**src/rtl/memwb_stage_reg_if.sv**
```systemverilog
// MEM/WB stage bus: producer handshake, WB consumer handshake, flush,
// forwarding lookup and the retired-write counter.
interface memwb_stage_reg_if #(
  parameter int DATA_W = 8,
  parameter int ADDR_W = 4,
  parameter int CNT_W  = 16
);
  logic              in_valid;
  logic              in_ready;
  logic [DATA_W-1:0] in_data;
  logic [ADDR_W-1:0] in_dest;
  logic              in_we;
  logic              flush;
  logic              out_valid;
  logic              out_ready;
  logic [DATA_W-1:0] out_data;
  logic [ADDR_W-1:0] out_dest;
  logic              out_we;
  logic [ADDR_W-1:0] fwd_addr;
  logic              fwd_hit;
  logic [DATA_W-1:0] fwd_data;
  logic [CNT_W-1:0]  wb_count;

  // Pipeline side: presents results, consumes entries, looks up forwards.
  modport master (
    output in_valid, in_data, in_dest, in_we, flush, out_ready, fwd_addr,
    input  in_ready, out_valid, out_data, out_dest, out_we, fwd_hit, fwd_data,
           wb_count
  );

  // The stage register itself.
  modport slave (
    input  in_valid, in_data, in_dest, in_we, flush, out_ready, fwd_addr,
    output in_ready, out_valid, out_data, out_dest, out_we, fwd_hit, fwd_data,
           wb_count
  );
endinterface

```
**src/rtl/memwb_stage_reg.sv**
```systemverilog
// MEM/WB pipeline register with a one-entry skid buffer, flush, register
// forwarding lookup and a counter of retired register writes.
module memwb_stage_reg #(
  parameter int DATA_W = 8,
  parameter int ADDR_W = 4,
  parameter int CNT_W  = 16
) (
  input  logic               nclk,
  input  logic               rst_n,
  memwb_stage_reg_if.slave   bus
);

  localparam logic [1:0] ST_EMPTY = 2'd0;
  localparam logic [1:0] ST_ONE   = 2'd1;
  localparam logic [1:0] ST_FULL  = 2'd2;

  logic [1:0]        state_q, state_d;
  logic              h_vld, h_vld_d, s_vld, s_vld_d;
  logic              h_we, h_we_d, s_we, s_we_d;
  logic [ADDR_W-1:0] h_dest, h_dest_d, s_dest, s_dest_d;
  logic [DATA_W-1:0] h_data, h_data_d, s_data, s_data_d;
  logic              ready_q, ready_d;
  logic [CNT_W-1:0]  cnt_q, cnt_d;
  logic              accept, retire;
  logic              h_hit, s_hit;

  assign accept = bus.in_valid && ready_q;
  assign retire = h_vld && bus.out_ready;

  // Next-state: entry movement between input, head and skid slots.
  always_comb begin
    state_d  = state_q;
    h_vld_d  = h_vld;
    h_we_d   = h_we;
    h_dest_d = h_dest;
    h_data_d = h_data;
    s_vld_d  = s_vld;
    s_we_d   = s_we;
    s_dest_d = s_dest;
    s_data_d = s_data;
    if (bus.flush) begin
      // Offered result is dropped; a retire this cycle is still counted below.
      state_d = ST_EMPTY;
      h_vld_d = 1'b0;
      s_vld_d = 1'b0;
    end else begin
      case (state_q)
        ST_EMPTY: begin
          if (accept) begin
            state_d  = ST_ONE;
            h_vld_d  = 1'b1;
            h_we_d   = bus.in_we;
            h_dest_d = bus.in_dest;
            h_data_d = bus.in_data;
          end
        end
        ST_ONE: begin
          if (accept && retire) begin
            h_we_d   = bus.in_we;
            h_dest_d = bus.in_dest;
            h_data_d = bus.in_data;
          end else if (accept) begin
            state_d  = ST_FULL;
            s_vld_d  = 1'b1;
            s_we_d   = bus.in_we;
            s_dest_d = bus.in_dest;
            s_data_d = bus.in_data;
          end else if (retire) begin
            state_d = ST_EMPTY;
            h_vld_d = 1'b0;
          end
        end
        ST_FULL: begin
          // in_ready is low here, so only the head can move.
          if (retire) begin
            state_d  = ST_ONE;
            h_we_d   = s_we;
            h_dest_d = s_dest;
            h_data_d = s_data;
            s_vld_d  = 1'b0;
          end
        end
        default: begin
          state_d = ST_EMPTY;
          h_vld_d = 1'b0;
          s_vld_d = 1'b0;
        end
      endcase
    end
    // Registered ready: known one cycle ahead from the next state.
    ready_d = (state_d != ST_FULL);
    cnt_d   = (retire && h_we) ? cnt_q + CNT_W'(1) : cnt_q;
  end

  // State update; reset overrides flush, accept and retire.
  always_ff @(posedge nclk) begin
    if (!rst_n) begin
      state_q <= ST_EMPTY;
      h_vld   <= 1'b0;
      h_we    <= 1'b0;
      h_dest  <= '0;
      h_data  <= '0;
      s_vld   <= 1'b0;
      s_we    <= 1'b0;
      s_dest  <= '0;
      s_data  <= '0;
      ready_q <= 1'b1;
      cnt_q   <= '0;
    end else begin
      state_q <= state_d;
      h_vld   <= h_vld_d;
      h_we    <= h_we_d;
      h_dest  <= h_dest_d;
      h_data  <= h_data_d;
      s_vld   <= s_vld_d;
      s_we    <= s_we_d;
      s_dest  <= s_dest_d;
      s_data  <= s_data_d;
      ready_q <= ready_d;
      cnt_q   <= cnt_d;
    end
  end

  // Head fields are masked so an empty stage presents zeros.
  assign bus.in_ready  = ready_q;
  assign bus.out_valid = h_vld;
  assign bus.out_we    = h_vld & h_we;
  assign bus.out_dest  = h_vld ? h_dest : '0;
  assign bus.out_data  = h_vld ? h_data : '0;
  assign bus.wb_count  = cnt_q;

  // Forwarding: skid is younger than head, so it wins on a double match.
  assign s_hit = s_vld && s_we && (s_dest == bus.fwd_addr);
  assign h_hit = h_vld && h_we && (h_dest == bus.fwd_addr);
  assign bus.fwd_hit  = s_hit || h_hit;
  assign bus.fwd_data = s_hit ? s_data : (h_hit ? h_data : '0);

endmodule
```
**src/flat_wrapper.sv**
```systemverilog
// flat-port wrapper written by rule: the top's interface ports become plain ports
module memwb_stage_reg_flat 
#(
  parameter int DATA_W = 8,
  parameter int ADDR_W = 4,
  parameter int CNT_W  = 16
)
  (nclk, rst_n, bus_in_valid, bus_in_data, bus_in_dest, bus_in_we, bus_flush, bus_out_ready, bus_fwd_addr, bus_in_ready, bus_out_valid, bus_out_data, bus_out_dest, bus_out_we, bus_fwd_hit, bus_fwd_data, bus_wb_count);
  memwb_stage_reg_if #(.DATA_W(DATA_W), .ADDR_W(ADDR_W), .CNT_W(CNT_W)) bus_i ();
  input  logic nclk;
  input  logic rst_n;
  input wire logic [$bits(bus_i.in_valid)-1:0] bus_in_valid;
  input wire logic [$bits(bus_i.in_data)-1:0] bus_in_data;
  input wire logic [$bits(bus_i.in_dest)-1:0] bus_in_dest;
  input wire logic [$bits(bus_i.in_we)-1:0] bus_in_we;
  input wire logic [$bits(bus_i.flush)-1:0] bus_flush;
  input wire logic [$bits(bus_i.out_ready)-1:0] bus_out_ready;
  input wire logic [$bits(bus_i.fwd_addr)-1:0] bus_fwd_addr;
  output wire logic [$bits(bus_i.in_ready)-1:0] bus_in_ready;
  output wire logic [$bits(bus_i.out_valid)-1:0] bus_out_valid;
  output wire logic [$bits(bus_i.out_data)-1:0] bus_out_data;
  output wire logic [$bits(bus_i.out_dest)-1:0] bus_out_dest;
  output wire logic [$bits(bus_i.out_we)-1:0] bus_out_we;
  output wire logic [$bits(bus_i.fwd_hit)-1:0] bus_fwd_hit;
  output wire logic [$bits(bus_i.fwd_data)-1:0] bus_fwd_data;
  output wire logic [$bits(bus_i.wb_count)-1:0] bus_wb_count;
  assign bus_i.in_valid = bus_in_valid;
  assign bus_i.in_data = bus_in_data;
  assign bus_i.in_dest = bus_in_dest;
  assign bus_i.in_we = bus_in_we;
  assign bus_i.flush = bus_flush;
  assign bus_i.out_ready = bus_out_ready;
  assign bus_i.fwd_addr = bus_fwd_addr;
  assign bus_in_ready = bus_i.in_ready;
  assign bus_out_valid = bus_i.out_valid;
  assign bus_out_data = bus_i.out_data;
  assign bus_out_dest = bus_i.out_dest;
  assign bus_out_we = bus_i.out_we;
  assign bus_fwd_hit = bus_i.fwd_hit;
  assign bus_fwd_data = bus_i.fwd_data;
  assign bus_wb_count = bus_i.wb_count;
  memwb_stage_reg #(.DATA_W(DATA_W), .ADDR_W(ADDR_W), .CNT_W(CNT_W)) u_core (.nclk(nclk), .rst_n(rst_n), .bus(bus_i));
endmodule
```
**config.mk**
```make
export PLATFORM = sky130hd
export DESIGN_NAME = memwb_stage_reg_flat
export DESIGN_NICKNAME = d
export VERILOG_FILES = /design/src/rtl/memwb_stage_reg_if.sv /design/src/rtl/memwb_stage_reg.sv /design/src/flat_wrapper.sv
export SDC_FILE = /design/constraint.sdc
export NUM_CORES = 1
export LEC_CHECK = 0
export ABC_CLOCK_PERIOD_IN_PS = 1300
export CORE_ASPECT_RATIO = 1.4
export CORE_MARGIN = 5
export CORE_UTILIZATION = 35
export DETAILED_ROUTE_END_ITERATION = 7
export HOLD_SLACK_MARGIN = 0.15
export PLACE_DENSITY = 0.73
export SYNTH_ARGS = -nofsm -noshare
export SYNTH_HDL_FRONTEND = slang
export SYNTH_SLANG_ARGS = --single-unit
```
**constraint.sdc**
```tcl
create_clock -name nclk -period 1.3 [get_ports nclk]
set_input_delay 0.13 -clock nclk [delete_from_list [all_inputs] [get_ports nclk]]
set_output_delay 0.13 -clock nclk [all_outputs]
set_load 0.03 [all_outputs]
```
# After elaboration in Yosys (flattened, before gate mapping)
# Cells that the tools add are included.
[op_classes]
add_sub_neg = 1
n_reduce_logical = 16
n_eq_ne = 12
muxes = 30
bitwise = 6
[ops]
columns = ["cell", "count"]
rows = [
  ["$mux W8", 6],
  ["$pmux W8 S3", 1],
  ["$add A16 B1 Y16 const B", 1],
  ["$mux W4", 4],
  ["$mux W2", 6],
  ["$pmux W4 S3", 1],
  ["$ne A2 B1 Y1 const B", 5],
  ["$reduce_and A5 Y1", 2],
  ["$pmux W1 S3", 3],
  ["$eq A4 B4 Y1", 2],
  ["$logic_and A1 B1 Y1", 8],
  ["$mux W1", 8],
  ["$reduce_and A4 Y1", 2],
  ["$ne A2 B2 Y1 const B", 3],
  ["$pmux W2 S3", 1],
  ["$not A1 Y1", 5],
  ["$reduce_bool A3 Y1", 1],
  ["$eq A2 B1 Y1 const B", 1],
  ["$eq A2 B2 Y1 const B", 1],
  ["$logic_not A2 Y1", 1],
  ["$reduce_or A2 Y1", 1],
  ["$and A1 B1 Y1", 1],
  ["$logic_or A1 B1 Y1", 1],
]
[word_totals]
elab_cells = 76
out_inout_bits = 40
input_bits = 22
reg_bits = 47

# Longest topological paths before layout
[depth]
ltp_word = 7
ltp_mapped = 6
depth_no_buf = 5

# Worst setup path before layout
# Ideal clock, no wire load.
[synth_timing]
path_kind = "flip-flop to output port"
start = "reg u_core.h_vld, in the netlist u_core.bus.out_valid"
end = "out bus_fwd_hit"
setup_slack_ns = -0.770
path_stages_with_launch = 6
path_buffers = 2
required_time_ns = 1.170
t_arrival_ns = 1.940
cell_sequence = "dfxtp_1 -> buf_2 -> and2_1 -> buf_2 -> nand2_1 -> o21ai_0"
[synth_via]
elab_chain_cells = 3
[synth_lines]
columns = ["item", "line_no", "source"]
rows = [
  ["start, declared", "memwb_stage_reg.sv:18", "logic h_vld, h_vld_d, s_vld, s_vld_d;"],
  ["start signal, assigned", "memwb_stage_reg.sv:111", "h_vld <= h_vld_d;"],
  ["$logic_and A1 B1 Y1 (2 in series)", "memwb_stage_reg.sv:134", "assign h_hit = h_vld && h_we && (h_dest == bus.fwd_addr);"],
  ["$logic_or A1 B1 Y1", "memwb_stage_reg.sv:135", "assign bus.fwd_hit = s_hit || h_hit;"],
  ["end, declared", "flat_wrapper.sv:24", "output wire logic [$bits(bus_i.fwd_hit)-1:0] bus_fwd_hit;"],
]
# No other way between the ends.

# Worst setup path after layout
[layout_timing]
start = "reg u_core.s_dest[0]"
end = "out bus_fwd_data[5]"
[layout_via]
elab_chain_cells = 3
[layout_lines]
columns = ["item", "line_no", "source"]
rows = [
  ["start, declared", "memwb_stage_reg.sv:20", "logic [ADDR_W-1:0] h_dest, h_dest_d, s_dest, s_dest_d;"],
  ["start signal, assigned", "memwb_stage_reg.sv:117", "s_dest <= s_dest_d;"],
  ["$eq A4 B4 Y1", "memwb_stage_reg.sv:133", "assign s_hit = s_vld && s_we && (s_dest == bus.fwd_addr);"],
  ["$logic_and A1 B1 Y1", "memwb_stage_reg.sv:133", ""],
  ["$mux W8", "memwb_stage_reg.sv:136", "assign bus.fwd_data = s_hit ? s_data : (h_hit ? h_data : '0);"],
  ["end, declared", "flat_wrapper.sv:25", "output wire logic [$bits(bus_i.fwd_data)-1:0] bus_fwd_data;"],
]
# No other way between the ends.

==> metrics.md <==
| Metric | Value |
|---|---|
| Starting Density | `36.1%` |
| Minimum clock period | `~1.9 ns` |
| Crit share post-route | `147%` |
| Grt total ovfl | `0` |
| Largest family of logic cells by synthesized area | `simple AND/OR/NAND/NOR gates` |
| Core region area | `between 6000 and 7000 sq um` |
| Final ANT Viol Nets | `0` |
| F_max | `0.525 GHz` |
| Relative slew slack | `between 70% and 80%` |
| Post-synthesis simple-gate area fraction | `21.2%` |
| Met2 usage | `around 30%` |
| Post-synth EDFFs | `0` |
| Failing checks | `negative setup slack` |
| Status | `finished, violations left` |
| Crit Path Max Fanout | `9` |
| Cells after synthesis | `between 200 and 300` |
| Mean routed wirelength per cell | `around 15 um` |
| Yosys warnings | `0` |
| CP Class | `reg2out` |
| Main synth FF type | `dfxtp_1` |
| Synth cell count leaders | `dfxtp_1 (47), nor2_1 (37), mux2i_1 (30), and2_1 (16), nand3_1 (14)` |
| Synth top area share | `37.3%` |
| Gr usage total | `between 10% and 20%` |
| Vias post-DR | `2,402` |
| Reg clk slew, reported paths | `0.09 ns` |
| Clk Latency, worst-skew pair | `0.30 ns` |
| Synth Area in Adders | `0.496%` |
| Syn Nets | `about 290` |
| Critical path endpoint category | `output port` |
| Area contributors post-synth | `dfxtp_1 (37%), mux2i_1 (12%), nor2_1 (5.5%)` |
| Root Buffer | `clkbuf_8` |
| Fin. max-slew vios | `0` |
| Drt first pass iters | `4` |
| Avg Inst Size Synth | `9.42 sq um` |
| Die Ht | `110 um` |
| Max-cap violations | `0` |
| Unrepaired setup endpoints after global routing | `yes` |
| Hold buffer count at CTS | `0` |
| CP top delay family | `buffers and inverters` |
| Compound-gate portion of the synthesized area | `14.2%` |
| Xor-xnor portion of the synthesized cell area | `6.59%` |
| Die footprint | `about 9000 sq um` |
| Final setup viols | `63` |
| CTS buffer count | `5` |
| Vias in the first global route | `roughly 2,500` |
| Final Wtd Congestion | `0.792` |
| Final Net Count | `approximately 420` |
| Synth Register Bits | `47` |
| Pwr Total | `3.13 mW` |
| Met3 Usage GRT | `roughly 3.3%` |
| PD cells | `approximately 730 nW/um^2` |
| P&R area growth vs syn | `69.7%` |
| Post-synth ARST share | `0%` |
| Post-layout worst setup margin | `-0.606 ns` |
| Synth unique cells | `41` |
| Core Rows | `36` |
| Hold Path Class | `in2reg` |
| Post-synthesis sequential area ratio | `a little under two fifths` |
| Hold Fails Final Rpt | `0` |
| Pleak | `around 1.9 nW` |
| Top-count cell post-synth | `dfxtp_1` |
| Port bufs | `61` |
| TNS Setup | `-15.29 ns` |
| Antenna violations before repair | `0` |
| Share of cells above drive strength 1 | `between 40% and 50%` |
| First-pass GRT wire length | `around 12,000 um` |
| Iter 0 DRT Violations | `88` |
| Leading area contributor after synthesis | `dfxtp_1` |
| # clock sinks | `47` |
| Critical Path, Cell by Cell | `xor2_1, nor3_2, nand4_2, buf_6, mux2_4, buf_2` |
| Clk buf depth | `2` |
| Mapped Area | `around 2500 sq um` |
| Mux contribution to synthesized area | `~15%` |
| Largest net degree at the start of global routing | `22` |
| X dimension of the die | `between 80 and 90 um` |
| CP max stage delay | `0.34 ns` |
| Routed vias/inst | `around 4.9` |
| Final Skew | `approximately 0.0052 ns` |
| Crit start category | `flip-flop` |
| TritonCTS clock tree | `yes` |
| Residual DRC | `0` |
| Post-DP HPWL | `roughly 5000 um` |
| Slew @ Worst Pin | `0.409 ns` |
| CTS H-tree depth | `2` |
| WL final | `~7500 um` |
| Top Ports | `between 60 and 70` |
| ANT cells | `0` |
| CP bufs+invs | `2` |
| Arrival time of the worst setup path | `about 1.8 ns` |
| Max rail drop VDD | `around 0.54 mV` |
| Layer with the highest usage | `met2` |
| Crit path max-delay cell type | `dfxtp_2` |
| CP required | `1.17 ns` |
| Global-route track usage on met1 | `~20%` |
## cell families after synthesis
kind of cell,after synthesis
XOR/XNOR,19
flip-flops,47
multiplexers,38
buffers and inverters,19
adder cells (fa/ha/maj),1
AO/OA/AOI/OAI,39
AND/OR/NAND/NOR,105
## area by class of cell
cell class              instances  area (sq um)
repair buffers                134          1320
well taps                      95           119
fillers                       567          2700
clock buffers                   8           100
flip-flops and latches         47           976
multi-input cells             203          1750
inverters                       5          18.8
## flip-flops by register name (all words and copies together), names as in the netlist
register              count
u_core.bus.out_valid      1
u_core.s_data             8
u_core.state_q            2
u_core.s_we               1
u_core.h_dest             4
u_core.s_dest             4
u_core.s_vld              1
u_core.bus.wb_count      16
u_core.h_data             8
u_core.h_we               1
u_core.bus.in_ready       1
## power breakdown
part / switching [mW] / internal, mW
Sequential: 0.0274 / 1.47
Combinational: 0.305 / 0.359
Clock: 0.488 / 0.486
Total: 0.821 / 2.31
## through the flow
step / worst slack, ns / utilization, % / instance area, sq um / hold slack, ns / instances
6_report: -0.606 / 61.3 / 4280 / 0.331 / 492
5_1_grt: -0.658 / 61.3 / 4280 / 0.370 / 492
2_1_floorplan: -0.235 / - / 2660 / 0.277 / 268
3_3_place_gp: -1.08 / 53.4 / 3730 / 0.460 / 468
3_5_place_dp: -1.08 / 53.4 / 3730 / 0.463 / 468
4_1_cts: -0.624 / 60.5 / 4220 / 0.470 / 490
## cell usage in the layout, fill, tap and decap left out, drive strengths merged, types with 8 or more instances in the layout
cell / n
mux2: 8
dfxtp: 47
nor2: 37
nand2: 13
buf: 96
clkdlybuf4s50: 20
mux2i: 30
and2: 18
xnor2: 10
a211oi: 13
nand3: 14
xor2: 9
dlygate4sd2: 11
clkbuf: 10
a21oi: 17
## layer usage
layer | vias to the layer above | part of all wire, %
met3 | 4 | 3.8
met5 | - | 0
li1 | 1194 | -
met4 | 0 | 0.59
met2 | 51 | 53
met1 | 1153 | 42
## worst reg2reg max path, cell delays in order (launching register included)
cell and delay, ns:
dfxtp_4 0.35, buf_6 0.12, buf_12 0.12, a21boi_4 0.19, and3_4 0.26, buf_12 0.11
buf_12 0.12, mux2i_1 0.21, nor2_1 0.06
## what timing repair did
action / 4_1_cts / 5_1_grt
gates resized for setup: 119 / 28
cloned: 5 / 0
setup buffers: 9 / 6
endpoints found under the hold margin: 0 / 0
pin swaps: 25 / 31
endpoints found under the setup margin: 78 / 72
## final timing paths
check                          start                 endpoint  slack [ns]  cells past startpoint
max                 u_core.s_dest[0]          bus_fwd_data[5]       -0.61                      6
min                    bus_out_ready     u_core.bus.out_valid        0.33                      4
max reg2reg     u_core.bus.out_valid         u_core.s_data[4]       -0.34                      8
min reg2reg  u_core.bus.wb_count[15]  u_core.bus.wb_count[15]        0.48                      2
Note: power is estimated with default switching activity, not from simulation.
